### config.mk
export PLATFORM = sky130hd
export DESIGN_NAME = mda_vram_arb
export DESIGN_NICKNAME = d
export VERILOG_FILES = /design/src/rtl/mda_pkg.sv /design/src/rtl/mda_addr_calc.sv /design/src/rtl/mda_vram_arb.sv
export SDC_FILE = /design/constraint.sdc
export NUM_CORES = 1
export LEC_CHECK = 0
export ABC_CLOCK_PERIOD_IN_PS = 3250
export CAP_MARGIN = 40
export CORE_MARGIN = 2
export CORE_UTILIZATION = 50
export DETAILED_ROUTE_END_ITERATION = 10
export HOLD_SLACK_MARGIN = 0.08
export PLACE_DENSITY_LB_ADDON = 0.2
export SLEW_MARGIN = 20
export SYNTH_ARGS = -nofsm -noshare
export SYNTH_HDL_FRONTEND = slang
export SYNTH_SLANG_ARGS = --single-unit
### constraint.sdc
create_clock -name clk -period 3.25 [get_ports clk]
set_input_delay 0.325 -clock clk [delete_from_list [all_inputs] [get_ports clk]]
set_output_delay 0.325 -clock clk [all_outputs]
set_load 0.1 [all_outputs]
### src/rtl/mda_pkg.sv
// Shared constants and types for the MDA character/attribute RAM path.
package mda_pkg;
   localparam int MDA_COLS   = 80;
   localparam int MDA_ROWS   = 25;
   localparam int MDA_CELL_W = 9;
   localparam int MDA_ADDR_W = 11;

   typedef struct packed {
      logic [7:0] attr;
      logic [7:0] code;
   } mda_cell_t;

   typedef enum logic {
      ST_IDLE,
      ST_FILL
   } mda_state_t;

   // Ownership of the word returning from the RAM two edges after issue.
   typedef enum logic [1:0] {
      TAG_NONE,
      TAG_DISP,
      TAG_HRD,
      TAG_HZERO
   } mda_tag_t;
endpackage

### src/rtl/mda_addr_calc.sv
// Linear cell address row*COLS + col with an in-range flag; purely combinational.
module mda_addr_calc
   import mda_pkg::*;
#(
   parameter int COLS   = MDA_COLS,
   parameter int ROWS   = MDA_ROWS,
   parameter int ADDR_W = MDA_ADDR_W
) (
   input  logic [6:0]        col,
   input  logic [4:0]        row,
   output logic [ADDR_W-1:0] addr,
   output logic              in_range
);
   logic [15:0] lin;

   generate
      if (COLS == 80) begin : g_shift
         assign lin = {5'd0, row, 6'd0} + {7'd0, row, 4'd0} + {9'd0, col};
      end else begin : g_mul
         assign lin = 16'(row) * 16'(COLS) + 16'(col);
      end
   endgenerate

   assign addr     = lin[ADDR_W-1:0];
   assign in_range = (32'(col) < 32'(COLS)) && (32'(row) < 32'(ROWS));
endmodule

### src/rtl/mda_vram_arb.sv
// Single-port VRAM arbiter: reserved display slot, then clear-screen fill, then host.
module mda_vram_arb
   import mda_pkg::*;
#(
   parameter int COLS      = MDA_COLS,
   parameter int ROWS      = MDA_ROWS,
   parameter int DISP_SLOT = 0,
   parameter int ADDR_W    = MDA_ADDR_W
) (
   input  logic              clk,
   input  logic              rst,
   input  logic [3:0]        char_pixel,
   input  logic [6:0]        col,
   input  logic [4:0]        row,
   output logic [7:0]        disp_code,
   output logic [7:0]        disp_attr,
   input  logic              h_valid,
   output logic              h_ready,
   input  logic              h_we,
   input  logic [6:0]        h_col,
   input  logic [4:0]        h_row,
   input  logic [15:0]       h_wdata,
   output logic              h_rvalid,
   output logic [15:0]       h_rdata,
   input  logic              fill_start,
   input  logic [15:0]       fill_data,
   output logic              fill_busy,
   output logic [ADDR_W-1:0] mem_addr,
   output logic              mem_we,
   output logic [15:0]       mem_wdata,
   input  logic [15:0]       mem_rdata
);
   localparam logic [ADDR_W-1:0] LAST_ADDR = ADDR_W'(COLS * ROWS - 1);

   mda_state_t        state, state_nx;
   logic [ADDR_W-1:0] disp_addr, host_addr, fill_cnt;
   logic              disp_ok, host_ok, disp_slot, host_acc, fill_go;
   mda_cell_t         fill_word, rcell;
   mda_tag_t          tag_pipe [1:0];

   mda_addr_calc #(.COLS(COLS), .ROWS(ROWS), .ADDR_W(ADDR_W)) u_disp_addr (
      .col(col), .row(row), .addr(disp_addr), .in_range(disp_ok)
   );
   mda_addr_calc #(.COLS(COLS), .ROWS(ROWS), .ADDR_W(ADDR_W)) u_host_addr (
      .col(h_col), .row(h_row), .addr(host_addr), .in_range(host_ok)
   );

   assign disp_slot = (char_pixel == 4'(DISP_SLOT)) && disp_ok;
   assign fill_busy = (state == ST_FILL);
   assign fill_go   = (state == ST_FILL) && !disp_slot;
   assign host_acc  = h_valid && h_ready;
   assign rcell     = mem_rdata;

   always_comb begin
      state_nx = state;
      h_ready  = 1'b0;
      case (state)
         ST_IDLE: begin
            // A fill request pre-empts a host handshake in the same cycle.
            h_ready = !disp_slot && !fill_start;
            if (fill_start) state_nx = ST_FILL;
         end
         ST_FILL: if (fill_go && fill_cnt == LAST_ADDR) state_nx = ST_IDLE;
         default: state_nx = ST_IDLE;
      endcase
      if (rst) h_ready = 1'b0;
   end

   always_ff @(posedge clk) begin
      if (rst) state <= ST_IDLE;
      else     state <= state_nx;
   end

   always_ff @(posedge clk) begin
      if (rst) begin
         mem_addr    <= '0;
         mem_we      <= 1'b0;
         mem_wdata   <= '0;
         fill_cnt    <= '0;
         fill_word   <= '0;
         tag_pipe[0] <= TAG_NONE;
         tag_pipe[1] <= TAG_NONE;
      end else begin
         mem_we      <= 1'b0;
         tag_pipe[0] <= TAG_NONE;
         tag_pipe[1] <= tag_pipe[0];
         if (disp_slot) begin
            mem_addr    <= disp_addr;
            tag_pipe[0] <= TAG_DISP;
         end else if (fill_go) begin
            mem_addr  <= fill_cnt;
            mem_we    <= 1'b1;
            mem_wdata <= fill_word;
            fill_cnt  <= fill_cnt + 1'b1;
         end else if (host_acc) begin
            if (!host_ok) begin
               // Off-screen: writes vanish, reads still answer (with zero) on time.
               tag_pipe[0] <= h_we ? TAG_NONE : TAG_HZERO;
            end else begin
               mem_addr <= host_addr;
               mem_we   <= h_we;
               if (h_we) mem_wdata   <= h_wdata;
               else      tag_pipe[0] <= TAG_HRD;
            end
         end
         if (state == ST_IDLE && fill_start) begin
            fill_cnt  <= '0;
            fill_word <= fill_data;
         end
      end
   end

   always_ff @(posedge clk) begin
      if (rst) begin
         disp_code <= '0;
         disp_attr <= '0;
         h_rvalid  <= 1'b0;
         h_rdata   <= '0;
      end else begin
         h_rvalid <= 1'b0;
         case (tag_pipe[1])
            TAG_DISP: begin
               disp_code <= rcell.code;
               disp_attr <= rcell.attr;
            end
            TAG_HRD: begin
               h_rvalid <= 1'b1;
               h_rdata  <= mem_rdata;
            end
            TAG_HZERO: begin
               h_rvalid <= 1'b1;
               h_rdata  <= '0;
            end
            default: ;
         endcase
      end
   end
endmodule

After elaboration in Yosys (flattened, before gate mapping). Memory sizes are Yosys's and may differ from the RTL's. Index checks and enable logic that the tools add are counted.

Add/subtract/negate cells: 5. Muxes and demuxes: 43. Reductions and logical operators: 23. Bitwise gates (word level): 7. Eq/ne operators: 4. $lt $le $gt $ge: 4.

Operators by type and width (number): two-way mux 16 bit (4); two-way mux 11 bit (4); one-hot mux 16 bit (2 select lines) (1); two-way mux 1 bit (27); adder 11 x 7 -> 11 bit (2); adder 11 x 9 -> 11 bit (2); < comparator 7 bit (second input constant) (2); two-way mux 2 bit (6); adder 11 x 1 -> 11 bit (second input constant) (1); == test 11 bit (second input constant) (1); < comparator 5 bit (second input constant) (2); logical AND 1 bit (8); nonzero test 2 bit (4); nonzero test 3 bit (2); OR reduction 2 bit (3); bitwise OR 1 bit (5); == test 2 bit (second input constant) (2); zero test 4 bit (1); AND reduction 2 bit (2); AND reduction 4 bit (1); == test 2 x 1 -> 1 bit (second input constant) (1); zero test 1 bit (2); inverter 1 bit (2); one-hot mux 1 bit (2 select lines) (1).

Flip-flop bits (word level): 89. Bits of input ports: 81. Output and inout bits: 63. Memories kept: 1. Bits in writable memories: 4. Word-level logic and storage cells: 98.

Memory list: tag_pipe (words 2, width 2, rd ports 2, clocked after Yosys merged registers in 0, wr ports 2, RTL line mda_vram_arb.sv:39) `mda_tag_t tag_pipe [1:0];`.

Depth between registers and ports, before layout. Gate-level depths: netlist (run 1).

Depth in word-level cells: 15. Depth in mapped cells: 8. Gate-level depth less buffers: 8.

By module. From an unflattened synthesis (run 1), not the netlist that was laid out.

Cells, all modules: 524. Area, all modules: 4548.1 sq um.

Modules (own cells, without submodules): mda_vram_arb (cells an instance 446, area each 3885.0 sq um, seq. area each 1861.8 sq um, instances 1); mda_addr_calc (cells an instance 39, area each 331.6 sq um, seq. area each 0.0 sq um, instances 2).

Worst setup path after synthesis (run 1). Ideal clock, no wire load.

Path kind: flip-flop to output port. From: register state (netlist: fill_busy). To: output port h_ready. Data arrival time: 4166 ps. Stages on the path, launching flop included: 4. Setup slack: -1241 ps. Required time: 2925 ps. Path buffers: 2. Path through: dfxtp_1 > buf_2 > buf_1 > nor4_1.

Word-level cells in the longest chain between the ends: 2.

RTL lines: from (decl) (RTL line mda_vram_arb.sv:35) `mda_state_t state, state_nx;`; from (signal assigned) (RTL line mda_vram_arb.sv:71) `else state <= state_nx;`; two-way mux 1 bit (RTL line mda_vram_arb.sv:57) `case (state)`; two-way mux 1 bit (RTL line mda_vram_arb.sv:66) `if (rst) h_ready = 1'b0;`; to (decl) (RTL line mda_vram_arb.sv:18) `output logic h_ready,`.

No other way between the ends.

Final worst setup path (run 1).
From: input port h_row[0]. To: register mem_addr[8].

Word-level cells in the longest chain between the ends: 6. Elaborated cells between the ends (all ways): 10. Classes of those cells: add/sub (2); order compare (1); mux (4); reduce/logical (3).

RTL lines: from (decl) (RTL line mda_vram_arb.sv:21) `input logic [4:0] h_row,`; adder 11 x 9 -> 11 bit (RTL line mda_addr_calc.sv:18) `assign lin = {5'd0, row, 6'd0} + {7'd0, row, 4'd0} + {9'd0, col};`; adder 11 x 7 -> 11 bit (RTL line mda_addr_calc.sv:18); two-way mux 11 bit (RTL line mda_vram_arb.sv:96) `if (!host_ok) begin`; two-way mux 11 bit (RTL line mda_vram_arb.sv:95) `end else if (host_acc) begin`; two-way mux 11 bit (RTL line mda_vram_arb.sv:90) `end else if (fill_go) begin`; two-way mux 11 bit (RTL line mda_vram_arb.sv:87) `if (disp_slot) begin`; to (signal assigned) (RTL line mda_vram_arb.sv:88) `mem_addr <= disp_addr;`; to (signal assigned) (RTL line mda_vram_arb.sv:91) `mem_addr <= fill_cnt;`; to (signal assigned) (RTL line mda_vram_arb.sv:100) `mem_addr <= host_addr;`; to (decl) (RTL line mda_vram_arb.sv:28) `output logic [ADDR_W-1:0] mem_addr,`.

Several ways; a longest one is shown, not always the timed one. The select of a mux whose other input is x is not followed. A chain may end at the register's enable or synchronous reset.

==> results by stage, run 1 <==
Power and ir drop:
- The internal portion of the total power is between 1.5 and 2 mW.
- The maximum vdd drop is around 0.00029 V.
- The share of total power consumed by net switching is between 30% and 40%.
- The analysis attributes to net switching a power of approximately 0.98 mW.
- The leakage power of the design is 2.719 nW.
- The clock network fraction of design power is ~28%.
- Registers are responsible for a little over two fifths of the overall power.
- Combinational logic is responsible for 29.4% of the overall power.
- For this design the ratio of total power to cell area is about 410 nW/um^2.

Critical path:
- The worst setup path is captured at a register.
- The capturing element of the worst setup path is mem_addr[8].
- The worst setup path is of the input pin to register kind.
- The most critical setup path has its startpoint at h_row[0].
- Of all nets on the critical path, the largest fanout is 3.
- At the worst endpoint, the required time is between 3 and 4 ns.
- Setup slack on the worst reg-to-reg path comes out at ~1.3 ns.
- The capture point of the worst reg-to-reg path is fill_cnt[10].
- The reg-to-reg startpoint is fill_busy.
- The endpoint arrival time on the critical path is 2.86 ns.
- The depth of the most critical reg-to-reg path is 5.
- STA classifies the critical path startpoint as an input pin.

Layout:
- The number of inserted diodes is 0.
- The area growth from synthesis to layout is 63.74%.
- The final standard cell area without fillers is 7126 um^2.
- The leading cell type in the layout, fill and taps excluded is sky130_fd_sc_hd__clkdlybuf4s50_1.
- Cells with a size suffix above 1 make up roughly 15% of the layout.
- The number of nets in the layout is slightly below 800.
- The count of cells in the finished layout, fillers not included, comes to 800.
- In the layout the commonest cells are sky130_fd_sc_hd__clkdlybuf4s50_1, sky130_fd_sc_hd__dfxtp_1, sky130_fd_sc_hd__nand2_1.

Logic synthesis:
- Of the total synthesized cell area, the portion taken by AND, OR, NAND and NOR gates is 21.56%.
- The fraction of post-synthesis cell area in the top cell type by area is a little over two fifths.
- Counting flops and latches in the post-synthesis netlist gives 93.
- The synthesized design spends more area on one cell type than any other, namely sky130_fd_sc_hd__dfxtp_1.
- The multiplexer area fraction after synthesis is approximately 5.5%.
- The synthesized netlist devotes roughly 7.3% of its cell area to adder and majority cells.
- The dominant combinational cell family by area after synthesis is simple AND/OR/NAND/NOR gates.
- The distinct cell type count of the synthesized netlist is between 40 and 50.
- The share of the synthesized netlist area taken by xor and xnor gates is approximately 2.6%.
- The synthesized design contains 0 enable-type register cells.
- The area of the mapped netlist is 4352 um^2.
- The average cell area after synthesis is roughly 8.8 um^2.
- Counting every net in the synthesized netlist gives 600.
- For this run, the leading register cell type out of synthesis is sky130_fd_sc_hd__dfxtp_1.
- The total of warnings raised by yosys is 0.
- The synthesized-area fraction occupied by ao, oa, aoi and oai cells is around 17%.
- The synthesized instance count is 496.
- In the synthesized netlist the async set-or-reset flop fraction comes to 0%.
- Sequential elements use 42.78% of the synthesized area.
- Ranked by total cell area, the synthesized netlist is headed by sky130_fd_sc_hd__dfxtp_1, sky130_fd_sc_hd__nand2_1, sky130_fd_sc_hd__a21oi_1.

Timing:
- In this run the tightest slew margin relative to its limit is 55.18%.
- The final setup violation count is 0.
- The actual transition at the worst max-transition pin is roughly 0.67 ns.
- After routing, the total negative slack on setup checks comes to 0 ns.
- For this run, the top clock speed supported by timing is 389.2 MHz.
- The number of hold violations in the final report came to 0.
- Dividing the final minimum period by the clock period gives 79.05%.
- The shortest period the worst path allows is 2.569 ns.
- For the final database, setup skew stands at 0.01518 ns.
- Setup repair after global routing left no endpoint under its margin.
- The number of max-slew violations in the final report is 0.

Routing:
- The number of search-and-repair iterations in the first detailed-routing pass is 4.
- Using the TritonRoute via totals, the vias-per-cell ratio works out to between 5 and 6.
- The final wirelength is around 14,000 um.
- The final route contains between 4,000 and 5,000 vias.
- The average wire per standard cell is about 18 um.
- After detailed routing, the number of remaining DRC violations is 0.
- The violation count after the first detailed-route iteration is 180.
- The detail route stage leaves a number of antenna-violating nets equal to 0.

Floorplanning:
- From left edge to right edge, the die measures ~97 um.
- The top-level port count is 144.
- The initial standard-cell utilization of the core is between 50% and 60%.
- The floorplan step defined a die boundary enclosing approximately 9500 um^2.
- The vertical die dimension is 97.29 um.
- In this run the core area contains 34 standard-cell rows.
- The region available for standard cell placement spans between 8000 and 9000 um^2.

Place:
- In this run the tool buffered the top-level ports with approximately 140 buffer cells.
- The wire-length estimate of the detail-placed layout is 10,510 um.
- In this run, placement finished with an instance count of slightly below 800.
- The global placement routability congestion is a little over 1.
- The total placed instance area is a little under 7000 um^2.

GRT:
- Global routing used 30.04% of the available tracks.
- The number of global-route vias before repair is about 4,500.
- The initial antenna violation count came to 0.
- The first-pass GRT wire length is 22,800 um.
- The residual overflow from global routing is 0.
- The maximum number of pins on one net before global-route repair is 85.

Clock network:
- Hold repair after CTS inserted 0 buffers.
- The number of clock buffers added by TritonCTS is 9.
- The cell sitting at the root of the clock tree is a sky130_fd_sc_hd__clkbuf_8.
- Clock latency on the worst-skew pair, taken at its later pin, is 0.37 ns.
- In this run the number of H-tree levels came out at 3.
- The number of clock sinks seen by CTS is 93.
- TritonCTS built the clock tree.
- In this run the deepest clock path goes through 2 buffers.
- Buffers added to address setup during post-CTS repair amount to 0.
- After clock tree synthesis, the clock-pin slew on the worst setup and hold paths is roughly 0.090 ns.
- The post-cts sizing count is 0.

Run status:
- The flow ran to the end, and the final reports show no timing, DRC or antenna violations.

Worst hold path:
- In this run the worst hold path is classified as input pin to register.
- The start point of the worst hold path is rst.

Flow run:
- Max-cap violations in this run came to 0.
## state kept, by name, indices dropped and copies added (netlist names)
signal and flops:
fill_cnt 11, mem_wdata 16, fill_busy 1, tag_pipe 4, mem_addr 11, h_rvalid 1
h_rdata 16, mem_we 1, fill_word 16, disp_code 8, disp_attr 8
## worst max-delay path: stages
cell and delay, ns:
sky130_fd_sc_hd__clkdlybuf4s50_1 0.55, sky130_fd_sc_hd__fa_1 0.49, sky130_fd_sc_hd__ha_1 0.34, sky130_fd_sc_hd__a211oi_1 0.25, sky130_fd_sc_hd__nor2_1 0.08, sky130_fd_sc_hd__o311ai_0 0.48
sky130_fd_sc_hd__nand3_1 0.15, sky130_fd_sc_hd__a21oi_1 0.19
## layer usage
metal | GRT usage (%) | vias up | part of all wire [%]
met4 | 12.61 | 0 | 3.4
met3 | 5.468 | 39 | 6.8
met2 | 53.90 | 205 | 52
met5 | 0 | - | 0
li1 | - | 2111 | -
met1 | 35.21 | 2146 | 38
## synthesized netlist by cell type, types with 2 or more instances
cell,number
sky130_fd_sc_hd__a211oi_1,21
sky130_fd_sc_hd__a21o_1,5
sky130_fd_sc_hd__a21oi_1,62
sky130_fd_sc_hd__a31oi_1,2
sky130_fd_sc_hd__and3_1,5
sky130_fd_sc_hd__buf_1,3
sky130_fd_sc_hd__buf_2,6
sky130_fd_sc_hd__clkbuf_1,24
sky130_fd_sc_hd__dfxtp_1,93
sky130_fd_sc_hd__fa_1,4
sky130_fd_sc_hd__ha_1,19
sky130_fd_sc_hd__mux2i_1,24
sky130_fd_sc_hd__nand2_1,91
sky130_fd_sc_hd__nand2b_1,17
sky130_fd_sc_hd__nand3_1,8
sky130_fd_sc_hd__nand3b_1,17
sky130_fd_sc_hd__nand4_1,4
sky130_fd_sc_hd__nor2_1,34
sky130_fd_sc_hd__nor2b_1,5
sky130_fd_sc_hd__nor3b_1,2
sky130_fd_sc_hd__nor4b_1,2
sky130_fd_sc_hd__o211ai_1,9
sky130_fd_sc_hd__o21ai_0,5
sky130_fd_sc_hd__or2_2,2
sky130_fd_sc_hd__xnor2_1,2
sky130_fd_sc_hd__xor2_1,11
## cell families (layout without fill, tap and decap cells)
| kind of cell | Yosys count | after routing |
|---|---|---|
| AND/OR/NAND/NOR | 194 | 194 |
| multiplexers | 24 | 24 |
| buffers and inverters | 35 | 231 |
| XOR/XNOR | 13 | 13 |
| flip-flops | 93 | 93 |
| AO/OA/AOI/OAI | 114 | 114 |
| adder cells (fa/ha/maj) | 23 | 23 |
## metrics by stage
step	power (mW)	utilization, %	hold WS, ns	worst slack, ns
finish	2.900	82.92	0.3194	0.6808
global route	3.007	82.92	0.3189	0.5822
CTS	2.900	82.69	0.3011	0.6813
detailed placement	2.087	80.23	0.4277	0.3166
global placement	1.938	68.10	0.4194	0.3738
floorplan	1.715	-	0.4043	0.5406
## area by class of cell
class	count	area, um^2
clock buffer	9	123.9
sequential	93	1862
timing repair buffer	214	2536
fill	486	1468
clock inverter	7	87.58
multi-input combinational	368	2377
inverter	1	3.754
tap	108	135.1
## worst min-delay path by stage
stage,end,slack [ns],depth (start not counted)
detailed placement,tag_pipe[1][1],0.43,1
CTS,tag_pipe[0][1],0.30,3
floorplan,tag_pipe[0][1],0.40,1
global route,tag_pipe[0][1],0.32,3
global placement,tag_pipe[1][0],0.42,1
finish,tag_pipe[0][1],0.32,3
## power groups by stage
stage / Combinational [mW] / Clock [mW] / Sequential (mW)
3_3_place_gp: 0.695 / 0 / 1.24
2_1_floorplan: 0.239 / 0 / 1.48
6_report: 0.854 / 0.828 / 1.22
3_5_place_dp: 0.845 / 0 / 1.24
4_1_cts: 0.850 / 0.833 / 1.22
5_1_grt: 0.896 / 0.887 / 1.22
(Power assumes the default switching activity.)
==> inputs of run 2 (changes only) <==
- ABC_CLOCK_PERIOD_IN_PS: 3250 -> 2600
- CORE_UTILIZATION: 50 -> 46
- clock period: 3.25 -> 2.6 ns (I/O delays scaled with it)
==> run 2 against run 1 <==
Final cell count shrank 5.9%; non-clock buffer count decreased by 50; largest cell class is now multi-input gates; die area up 8.3%; utilization down 17 points; sequential share of layout area grew 4.7 points.
==> results by stage, run 2 (synthesized netlist as in run 1, its figures left out) <==
Power and ir drop:
- The maximum vdd drop is 0.0004879 V.
- Power spread over the standard cell area amounts to about 560 nW/um^2.
- The part of the power in combinational logic is ~27%.
- The clock network fraction of design power is between 20% and 30%.
- Internal power comes to about 2.2 mW.
- The leakage power of the design is 2.407 nW.
- Net switching is between 30 and 40% of the power.
- The switching power total is 1.152 mW.
- The part of the power in registers is 45.2%.

Floorplanning:
- The region available for standard cell placement spans 9196 um^2.
- The initial utilization of the core area, before any placement, comes to a little under half.
- Measured along the x axis, the die boundary spans 101.3 um.
- The vertical die dimension is about 100 um.
- 144 I/O pins were placed.
- The area of the die is approximately 10,000 um^2.
- The floorplan has 35 rows.

Clock network:
- The number of buffers on the longest clock path is 2.
- The post-cts sizing count is 0.
- The number of CTS-inserted buffers is 9.
- After clock tree synthesis, the clock-pin slew on the worst setup and hold paths is ~0.090 ns.
- The number of setup buffers added after CTS is 0.
- The number of buffers inserted for hold repair after clock tree synthesis is 0.
- The clock tree synthesis step divided the H-tree into 3 levels.
- The tree is rooted in a sky130_fd_sc_hd__clkbuf_8.
- The number of clock sinks seen by CTS is a little over 90.
- TritonCTS built the clock tree.
- The clock insertion delay at the later pin of the skew report is around 0.35 ns.

Critical path:
- The kind of critical path is input pin to register.
- The worst setup path is launched from an input pin.
- The reg-to-reg startpoint is fill_cnt[2].
- In this run the critical register-to-register path is captured at fill_cnt[8].
- The endpoint arrival time on the critical path is 2.69 ns.
- For the worst flop-to-flop path, the logic depth is 5.
- The worst endpoint required time is around 2.9 ns.
- In this run the register-to-register setup slack is just under 1 ns.
- The largest fanout on the critical path is 2.
- The worst setup path is captured at a register.

Worst hold path:
- The path class of the lowest-slack min-delay path is input pin to register.
- The start point of the worst hold path is rst.
- The hold-critical path endpoint is tag_pipe[0][1].
- The depth of the worst hold-timing path is 3.

GRT:
- The all-layer global routing usage is approximately 22%.
- The initial antenna violation count came to 0.
- The number of global-route vias before repair is 3,782.
- The first-pass GRT wire length is roughly 18,000 um.
- The residual overflow from global routing is 0.
- Entering global routing, the biggest net connects 53 pins.

Layout:
- Leaving out fill and tap cells, the most frequent cell in the layout is sky130_fd_sc_hd__dfxtp_1.
- The number of antenna diodes in the final layout is 0.
- The number of nets in the layout is around 740.
- The final standard cell area without fillers is just over 6000 um^2.
- The top cell types in the final layout, fill and taps aside, are sky130_fd_sc_hd__dfxtp_1, sky130_fd_sc_hd__nand2_1, sky130_fd_sc_hd__buf_4.
- In the final layout, the registers with the most flip-flops are fill_word x16, h_rdata x16, mem_wdata x16.
- In the final layout, the share of cells above drive strength 1 is ~18%.
- From synthesis to final layout, the design area changed by 38.67%.
- Cells fill 65.62% of the core in the end.

Timing:
- The final sum of negative setup slack is 0 ns.
- Setup violations remaining at the end of the flow were counted as 0.
- The worst path meets setup with approximately 0.19 ns of slack.
- Setup repair after global routing left no endpoint under its margin.
- The highest achievable clock rate is roughly 410 MHz.
- The final setup skew is between 0.01 and 0.015 ns.
- The number of hold violations in the final report is 0.
- Final hold analysis gives a worst-case slack of 0.2866 ns.
- At the pin with the least slew margin, the transition time is about 0.62 ns.
- For the finished layout, the period the worst path requires is around 2.4 ns.
- Of the available clock period, the critical path in the final layout requires between 90 and 100%.
- The number of max-slew violations in the final report is 0.
- In this run the tightest slew margin relative to its limit is between 50% and 60%.

Place:
- During placement, the flow inserted port buffers numbering between 100 and 150.
- In this run the cell area measured after placement is between 5000 and 6000 um^2.
- The total half-perimeter wirelength after legalization and detailed placement is roughly 8500 um.
- Prior to clock tree synthesis, the placed netlist has a worst setup slack of -0.1477 ns.
- The global placement routability congestion is 0.9519.

Run status:
- The run finished with clean final reports.

Routing:
- The final wirelength is ~11,000 um.
- The count of nets left with antenna violations after detail routing is 0.
- The DRC violations left is 0.
- The pre-antenna-repair detailed-routing pass consisted of 4 iterations.
- Across all layers, the routed design uses 4,002 vias.
- The ratio of routed vias to standard cells is between 5 and 6.
- Dividing the detail-routed wire length by the instance count gives ~15 um.
- The first routing iteration left 128 violations.

Flow run:
- Across the run, the number of max-cap violations was 0.
[run 2: routing by layer]
metal | global-route usage, % | up-vias | wire length [um]
met5 | 0 | - | 0
met4 | 5.509 | 0 | 91
met3 | 5.314 | 10 | 740
met2 | 36.58 | 119 | 5476
met1 | 29.04 | 1848 | 4882
li1 | - | 2025 | -
[run 2: through the flow]
step | cells | power, mW
floorplan | 496 | 2.144
global placement | 736 | 2.437
detailed placement | 737 | 2.458
CTS | 753 | 3.388
global route | 753 | 3.500
finish | 753 | 3.351
[run 2: how the worst max path moves through the flow]
stage               startpoint          end  slack, ns  cells past startpoint
floorplan            fill_busy      h_ready       0.22                      3
global placement      h_col[6]  mem_addr[9]       -0.1                      8
detailed placement    h_col[6]  mem_addr[9]      -0.15                      8
CTS                   h_col[6]  mem_addr[9]       0.21                      8
global route          h_col[6]  mem_addr[9]       0.02                      8
finish                h_col[6]  mem_addr[9]       0.19                      8
[run 2: cell type report]
class	count	area (um^2)
Multi-Input combinational cell	368	2377
Sequential cell	93	1863
Timing Repair Buffer	164	1459
Clock buffer	10	137.6
Inverter	1	3.754
Tap cell	111	138.9
Clock inverter	6	55.05
Fill cell	802	3162
[run 2: critical path, stage by stage]
cell and delay (ns):
sky130_fd_sc_hd__clkdlybuf4s50_1 0.45, sky130_fd_sc_hd__fa_1 0.56, sky130_fd_sc_hd__fa_1 0.46, sky130_fd_sc_hd__a21o_1 0.20, sky130_fd_sc_hd__a21oi_1 0.18, sky130_fd_sc_hd__nand3_1 0.10, sky130_fd_sc_hd__a32o_1 0.27, sky130_fd_sc_hd__a211oi_2 0.20
[run 2: power by group through the flow]
stage / clock, mW / sequential [mW] / combinational, mW
finish: 0.926 / 1.52 / 0.910
global placement: 0 / 1.55 / 0.891
detailed placement: 0 / 1.55 / 0.909
global route: 1.00 / 1.52 / 0.972
CTS: 0.959 / 1.52 / 0.913
floorplan: 0 / 1.85 / 0.299
